===== src/rtl/serial_cmp_seq.sv =====
// rtl/serial_cmp_seq.sv - MSB-first serial magnitude compare sequencer driving a shared 1-bit comparator cell
// Optional fixed-latency build: define SERIAL_CMP_FIXED_LAT_EN.
module serial_cmp_seq #(
    parameter int WIDTH = 8,
    parameter int IDX_W = $clog2(WIDTH)
) (
    input  logic             clk,
    input  logic             rst,
    input  logic             start,
    input  logic [WIDTH-1:0] a_in,
    input  logic [WIDTH-1:0] b_in,
    output logic             cmp_a,
    output logic             cmp_b,
    input  logic             cmp_gt,
    input  logic             cmp_eq,
    input  logic             cmp_lt,
    output logic             busy,
    output logic             done,
    output logic             gt,
    output logic             eq,
    output logic             lt,
    output logic             err
);

    typedef enum logic [1:0] {
        IDLE = 2'd0,
        RUN  = 2'd1,
        DONE = 2'd2
    } state_t;

    state_t           state, state_nx;
    logic [WIDTH-1:0] a_reg, b_reg, a_nx, b_nx;
    logic [IDX_W-1:0] idx, idx_nx, idx_dec;
    logic             gt_nx, eq_nx, lt_nx, err_nx;
    logic             cmp_a_nx, cmp_b_nx;
    logic             onehot;

    assign onehot  = ({cmp_gt, cmp_eq, cmp_lt} == 3'b100) ||
                     ({cmp_gt, cmp_eq, cmp_lt} == 3'b010) ||
                     ({cmp_gt, cmp_eq, cmp_lt} == 3'b001);
    assign idx_dec = idx - IDX_W'(1);

    assign busy = (state == RUN);
    assign done = (state == DONE);

    always_comb begin
        state_nx = state;
        a_nx     = a_reg;
        b_nx     = b_reg;
        idx_nx   = idx;
        gt_nx    = gt;
        eq_nx    = eq;
        lt_nx    = lt;
        err_nx   = err;
        cmp_a_nx = cmp_a;
        cmp_b_nx = cmp_b;

        case (state)
            IDLE: begin
                cmp_a_nx = 1'b0;
                cmp_b_nx = 1'b0;
                if (start) begin
                    a_nx     = a_in;
                    b_nx     = b_in;
                    idx_nx   = IDX_W'(WIDTH - 1);
                    gt_nx    = 1'b0;
                    eq_nx    = 1'b0;
                    lt_nx    = 1'b0;
                    err_nx   = 1'b0;
                    // Bit pair is registered so the cell sees clean inputs from the first RUN cycle.
                    cmp_a_nx = a_in[WIDTH-1];
                    cmp_b_nx = b_in[WIDTH-1];
                    state_nx = RUN;
                end
            end

            RUN: begin
                if (!onehot) begin
                    err_nx   = 1'b1;
                    gt_nx    = 1'b0;
                    eq_nx    = 1'b0;
                    lt_nx    = 1'b0;
                    cmp_a_nx = 1'b0;
                    cmp_b_nx = 1'b0;
                    state_nx = DONE;
                end
`ifdef SERIAL_CMP_FIXED_LAT_EN
                else begin
                    // First decisive bit wins; later bits are still walked for constant timing.
                    if (!(gt || lt)) begin
                        gt_nx = cmp_gt;
                        lt_nx = cmp_lt;
                    end
                    if (idx == '0) begin
                        eq_nx    = !(gt || lt) && cmp_eq;
                        cmp_a_nx = 1'b0;
                        cmp_b_nx = 1'b0;
                        state_nx = DONE;
                    end else begin
                        idx_nx   = idx_dec;
                        cmp_a_nx = a_reg[idx_dec];
                        cmp_b_nx = b_reg[idx_dec];
                    end
                end
`else
                else if (cmp_gt || cmp_lt) begin
                    gt_nx    = cmp_gt;
                    lt_nx    = cmp_lt;
                    cmp_a_nx = 1'b0;
                    cmp_b_nx = 1'b0;
                    state_nx = DONE;
                end else if (idx == '0) begin
                    eq_nx    = 1'b1;
                    cmp_a_nx = 1'b0;
                    cmp_b_nx = 1'b0;
                    state_nx = DONE;
                end else begin
                    idx_nx   = idx_dec;
                    cmp_a_nx = a_reg[idx_dec];
                    cmp_b_nx = b_reg[idx_dec];
                end
`endif
            end

            DONE: begin
                state_nx = IDLE;
            end

            default: begin
                state_nx = IDLE;
            end
        endcase
    end

    always_ff @(posedge clk) begin
        if (rst) begin
            state <= IDLE;
            a_reg <= '0;
            b_reg <= '0;
            idx   <= '0;
            gt    <= 1'b0;
            eq    <= 1'b0;
            lt    <= 1'b0;
            err   <= 1'b0;
            cmp_a <= 1'b0;
            cmp_b <= 1'b0;
        end else begin
            state <= state_nx;
            a_reg <= a_nx;
            b_reg <= b_nx;
            idx   <= idx_nx;
            gt    <= gt_nx;
            eq    <= eq_nx;
            lt    <= lt_nx;
            err   <= err_nx;
            cmp_a <= cmp_a_nx;
            cmp_b <= cmp_b_nx;
        end
    end

endmodule


===== config.mk =====
export PLATFORM = sky130hd
export DESIGN_NAME = serial_cmp_seq
export DESIGN_NICKNAME = d
export VERILOG_FILES = /design/src/rtl/serial_cmp_seq.sv
export SDC_FILE = /design/constraint.sdc
export NUM_CORES = 1
export LEC_CHECK = 0
export ABC_CLOCK_PERIOD_IN_PS = 1900
export CAP_MARGIN = 0
export CORE_ASPECT_RATIO = 0.9
export CORE_MARGIN = 10
export CORE_UTILIZATION = 48
export CTS_CLUSTER_DIAMETER = 100
export DETAILED_ROUTE_END_ITERATION = 10
export PLACE_DENSITY_LB_ADDON = 0.3
export REMOVE_ABC_BUFFERS = 1
export SETUP_SLACK_MARGIN = 0.1
export SYNTH_ARGS = -nofsm -noshare
export SYNTH_HDL_FRONTEND = slang
export SYNTH_SLANG_ARGS = --single-unit
export TNS_END_PERCENT = 30

===== constraint.sdc =====
create_clock -name clk -period 1.9 [get_ports clk]
set_input_delay 0.475 -clock clk [delete_from_list [all_inputs] [get_ports clk]]
set_output_delay 0.475 -clock clk [all_outputs]
set_load 0.01 [all_outputs]

# Word level (Yosys, flattened, before mapping)
# Cells that the tools add are included.
dict set report word_totals {
  reg_bits 27
  in_bits 22
  output_inout_bits 8
  word_cells 75
}
dict set report op_classes {
  n_addsub 1
  n_lt_le_gt_ge 1
  n_eq_ne 14
  muxes 37
  n_reduce_logical 12
}
# operator count
set ops {}
lappend ops {{$mux W1} 19}
lappend ops {{$mux W3} 4}
lappend ops {{$pmux W1 S2} 6}
lappend ops {{$ne A2 B2 Y1 const B} 5}
lappend ops {{$mux W2} 4}
lappend ops {{$bmux W1 S3} 2}
lappend ops {{$ne A3 B2 Y1 const B} 2}
lappend ops {{$pmux W3 S2} 1}
lappend ops {{$reduce_and A3 Y1} 2}
lappend ops {{$reduce_and A5 Y1} 1}
lappend ops {{$lt A3 B4 Y1 const B} 1}
lappend ops {{$ne A4 B2 Y1 const B} 1}
lappend ops {{$pmux W2 S2} 1}
lappend ops {{$reduce_and A2 Y1} 2}
lappend ops {{$reduce_and A4 Y1} 1}
lappend ops {{$eq A3 B1 Y1 const B} 1}
lappend ops {{$eq A3 B2 Y1 const B} 1}
lappend ops {{$eq A3 B3 Y1 const B} 1}
lappend ops {{$logic_not A3 Y1} 1}
lappend ops {{$logic_or A1 B1 Y1} 3}
lappend ops {{$ne A3 B3 Y1 const B} 1}
lappend ops {{$sub A3 B1 Y3 const B} 1}
lappend ops {{$eq A2 B1 Y1 const B} 1}
lappend ops {{$eq A2 B2 Y1 const B} 1}
lappend ops {{2 further kinds} 2}

# Longest topological paths before layout
dict set report logic_depth {
  word_depth 7
  mapped_depth 7
}

# Worst setup path after synthesis
# No wires, ideal clock.
dict set report synth_timing {
  kind {flip-flop to flip-flop}
  from {register idx[0]}
  to {register cmp_b}
  setup_ns 0.127
  arrival_ns 1.610
  required_ns 1.773
  slack_ns 0.163
  path_stages_with_launch 7
  path_buffers 1
  synth_period_minus_slack_ns 1.737
  cell_sequence {dfxtp_1 -> buf_2 -> inv_1 -> ha_1 -> mux4_2 -> mux2i_1 -> o22ai_1}
}
dict set report synth_between {
  elab_chain_len 7
  elab_cells_between_ends 8
  classes_between {add/sub (1); mux (6); reduce/logical (1)}
}
# element line_no
set synth_rtl {}
lappend synth_rtl {{start: declaration} 33} ;# logic [IDX_W-1:0] idx, idx_nx, idx_dec;
lappend synth_rtl {{start signal: assignment} 151} ;# idx <= idx_nx;
lappend synth_rtl {{$sub A3 B1 Y3} 41} ;# assign idx_dec = idx - IDX_W'(1);
lappend synth_rtl {{$bmux W1 S3} 120} ;# cmp_b_nx = b_reg[idx_dec];
lappend synth_rtl {{$mux W1 (not written as such)} 120}
lappend synth_rtl {{$mux W1 (*)} 112} ;# end else if (idx == '0) begin
lappend synth_rtl {{$mux W1 (*)} 106} ;# else if (cmp_gt || cmp_lt) begin
lappend synth_rtl {{$mux W1 (*)} 78} ;# if (!onehot) begin
lappend synth_rtl {{$pmux W1 S2 (*)} 58} ;# case (state)
lappend synth_rtl {{end signal: assignment} 157} ;# cmp_b <= cmp_b_nx;
lappend synth_rtl {{end: declaration} 13} ;# output logic cmp_b,
# Every way passes the cells marked *; elsewhere a longest branch is shown, timed or not. The select of a mux whose other input is x is not followed.
# A chain may end at the register's enable or synchronous reset.

# Worst setup path in the final report
dict set report layout_timing {
  from {register eq}
  to {output eq}
}
# element line_no
set layout_rtl {}
lappend layout_rtl {{start: declaration} 20} ;# output logic eq,
lappend layout_rtl {{start signal: assignment} 153} ;# eq <= eq_nx;
# No word-level cell between the ends.

==> summary.txt <==
Run status
  – Status: finished clean

Worst setup path
  – Worst Setup SP: eq$_SDFFE_PP0P_
  – R2r setup slk: 280 ps
  – CP Max Fanout: 2
  – End of the worst register-to-register path: cmp_b$_SDFFE_PP0P_
  – R2R Path Start: idx[0]$_SDFFE_PP0P_
  – Largest delay contributor family on the critical path: buffers and inverters
  – CP endpoint kind: primary output
  – Required @ worst endpoint: 1420 ps
  – WP depth: 1
  – Type of origin of the critical path: register
  – Slowest stage cell, crit path: clkdlybuf4s50_1
  – Critical path class: reg -> out
  – Worst r2r path cells: 5
  – Worst-path cell chain: clkdlybuf4s50_1
  – CP Data Arrival Time: around 1200 ps
  – Max incr delay on CP: 540 ps
  – Crit path buffers/inverters: 1
  – Last element of the critical path: eq

Clock network
  – H-tree levels: 1
  – CTS tree: done
  – Worst-Skew Late Latency: 320 ps
  – CTS Buffer Depth: 2
  – Post-CTS setup buffer count: 0
  – Post-CTS Resized: 3
  – Clock buffer count from CTS: 3
  – Clock Sinks: 27
  – Hold Buf Count CTS: 0
  – Clock transition at path regs: 140 ps
  – Root buf cell: clkbuf_4

Power and ir drop
  – Net Switching: around 0.32 mW
  – Switch share: a little over a quarter
  – Leakage: ~0.64 nW
  – Clock share of power: a little over a fifth
  – Peak supply drop: slightly above 0.0007 V
  – Final Power: 1.149 mW
  – Seq pwr share: 54.0%
  – Combinational share of power: 24.8%
  – Internal: 0.8341 mW
  – Cell Pwr Density: 682.4 nW/µm²

Flow run
  – Max-cap viol count: 0

Final layout
  – Nets: 201
  – Commonest non-fill, non-tap cell in the layout: nand2_1
  – Multi-input logic area: around 680 µm²
  – Most frequent cells in the layout: 34 x nand2_1, 27 x clkdlybuf4s50_1, 26 x dfxtp_1
  – Final Util: about two thirds
  – N_diodes: 0
  – Number of fill cells in the layout: 221
  – Fraction of layout instances using a drive strength above 1: 16.48%
  – Layout area overhead: 31.83%
  – Sequential cell area: 541.8 µm²

Placed design
  – Final GP Congestion: 0.8451
  – # port buffers: 29
  – Hpwl dp: 2485 µm

Timing
  – Minimum clock period: 1700 ps
  – Tightest Pin Transition: 332.0 ps
  – Peak Freq: 0.5883 GHz
  – Setup_tns: 0 ps
  – Clock Skews: 11.33 ps
  – Max Slew Vio Count: 0
  – Slew Limit Headroom: 77.56%
  – Final hold viol count: 0
  – Final setup vio count: 0
  – Tcrit/Tclk final: 89.47%
  – RSZ-0062 raised after global routing: no

Hold path
  – Hold crit path type: reg -> reg

Routing
  – DR WL/cell: 15.29 µm
  – Residual DRC count: 0
  – Routed WL: 3120 µm
  – Routed Antenna Nets: 0
  – First-pass DRT Iterations: 4
  – Routed vias: 1134
  – Via/cell ratio: 5.559
  – First DRT Iteration DRCs: 81

Yosys
  – Post-Synthesis Cells: between 100 and 150
  – Synth area leaders: dfxtp_1 42%, nand2_1 10%, a21oi_1 7.8%, mux4_2 7.1%, buf_2 2.7%
  – Synth Area per Inst: roughly 9 µm²
  – Synth top area share: a little over two fifths
  – Post-synthesis sequential area ratio: approximately 42%
  – Yosys warns: 0
  – Yosys top cell by area: dfxtp_1
  – Synth cell types: 40
  – Cell Area, Synth: 1277 µm²
  – Register bit total from synthesis: 27

Floorplan
  – Die height: ~69 µm
  – Num ports: 30
  – Full die area: between 5000 and 6000 µm²
  – Core Region: roughly 2500 µm²
  – Starting Density: between 50% and 60%
  – Rows: 17
  – Die W: roughly 74 µm

GRT
  – Total grt overflow: 0
  – Number of global-route vias before repair: about 1200
  – Tot GR Track Use: 12.24%
  – First-pass GRT wire length: 5092 µm
  – Initial antenna violation count: 0
  – Pin count of the biggest net entering global routing: 15
[power by group through the flow]
stage               logic (mW)  clock network, mW  registers (mW)
floorplan                0.138                  0           0.634
global placement         0.266                  0           0.631
detailed placement       0.279                  0           0.633
CTS                      0.278              0.250           0.620
global route             0.312              0.274           0.626
finish                   0.285              0.244           0.620
[metal layers]
layer  vias to the layer above  GRT usage (%)  wire length (µm)
met2                        24          23.31              1580
met5                         -              0                 0
li1                        572              -                 -
met3                         0          4.422               217
met4                         0          1.142                 0
met1                       538          13.10              1322
[final cells by class]
cell class | instances | share of cell area, %
sequential | 27 | 32.17
multi-input combinational | 99 | 40.19
clock buffer | 4 | 1.560
tap | 28 | 2.080
timing repair buffer | 43 | 23.33
inverter | 3 | 0.6686
[kinds of logic (layout without fill, tap and decap cells)]
group / after synthesis / count (layout) / synth area share [%]
multiplexers: 6 / 6 / 8.619
AO/OA/AOI/OAI: 40 / 40 / 20.18
XOR/XNOR: 3 / 3 / 2.057
AND/OR/NAND/NOR: 48 / 48 / 19.20
adder cells (fa/ha/maj): 2 / 2 / 1.959
buffers and inverters: 15 / 50 / 5.680
flip-flops: 27 / 27 / 42.31
[worst min path at each step]
stage | start | to | slack, ps | depth (start not counted)
after global placement | err$_SDFFE_PP0P_ | err$_SDFFE_PP0P_ | 440 | 2
after global routing | err$_SDFFE_PP0P_ | err$_SDFFE_PP0P_ | 480 | 2
after detailed placement | err$_SDFFE_PP0P_ | err$_SDFFE_PP0P_ | 450 | 2
after floorplan | a_reg[1]$_SDFFE_PP0P_ | a_reg[1]$_SDFFE_PP0P_ | 430 | 2
final | err$_SDFFE_PP0P_ | err$_SDFFE_PP0P_ | 460 | 2
after CTS | err$_SDFFE_PP0P_ | err$_SDFFE_PP0P_ | 460 | 2
[worst reg2reg max path, delay by kind of cell (launching register included)]
family          cells  cell delay (ps)
fa+ha+maj           1              320
mux                 2              660
compound gates      1              100
flops               1              360
buf+inv             1               90
[synthesized netlist by cell type]
library cell / instances
a211oi_1: 2
a21oi_1: 20
a21oi_2: 1
a22oi_1: 2
a311o_1: 1
a311oi_1: 2
a41oi_1: 1
and3_1: 1
buf_2: 7
buf_6: 1
clkbuf_1: 4
dfxtp_1: 27
ha_1: 2
inv_1: 3
mux2i_1: 2
mux4_2: 4
nand2_1: 34
nand2b_1: 1
nand3_1: 1
nand3_2: 1
nand4_1: 1
nor2_1: 1
nor2b_1: 1
nor2b_2: 1
nor3b_2: 1
nor3b_4: 1
nor4_1: 1
nor4bb_1: 1
o2111ai_1: 1
o211a_1: 1
o211ai_1: 1
o21ai_0: 3
o21bai_1: 1
o221a_1: 1
o22ai_1: 2
o311a_1: 1
or3b_1: 1
or3b_2: 1
xnor2_1: 2
xor2_1: 1
[per-stage QoR]
step           hold WS (ps)  cells  instance area [µm²]  setup slack (ps)
2_1_floorplan         427.1    129                 1216             147.4
3_3_place_gp          439.3    200                 1647             56.89
3_5_place_dp          446.0    200                 1647             4.814
4_1_cts               464.4    204                 1672             153.1
5_1_grt               481.7    204                 1684             119.0
6_report              463.3    204                 1684             200.2
No activity file was read; power rests on OpenSTA's default activity.
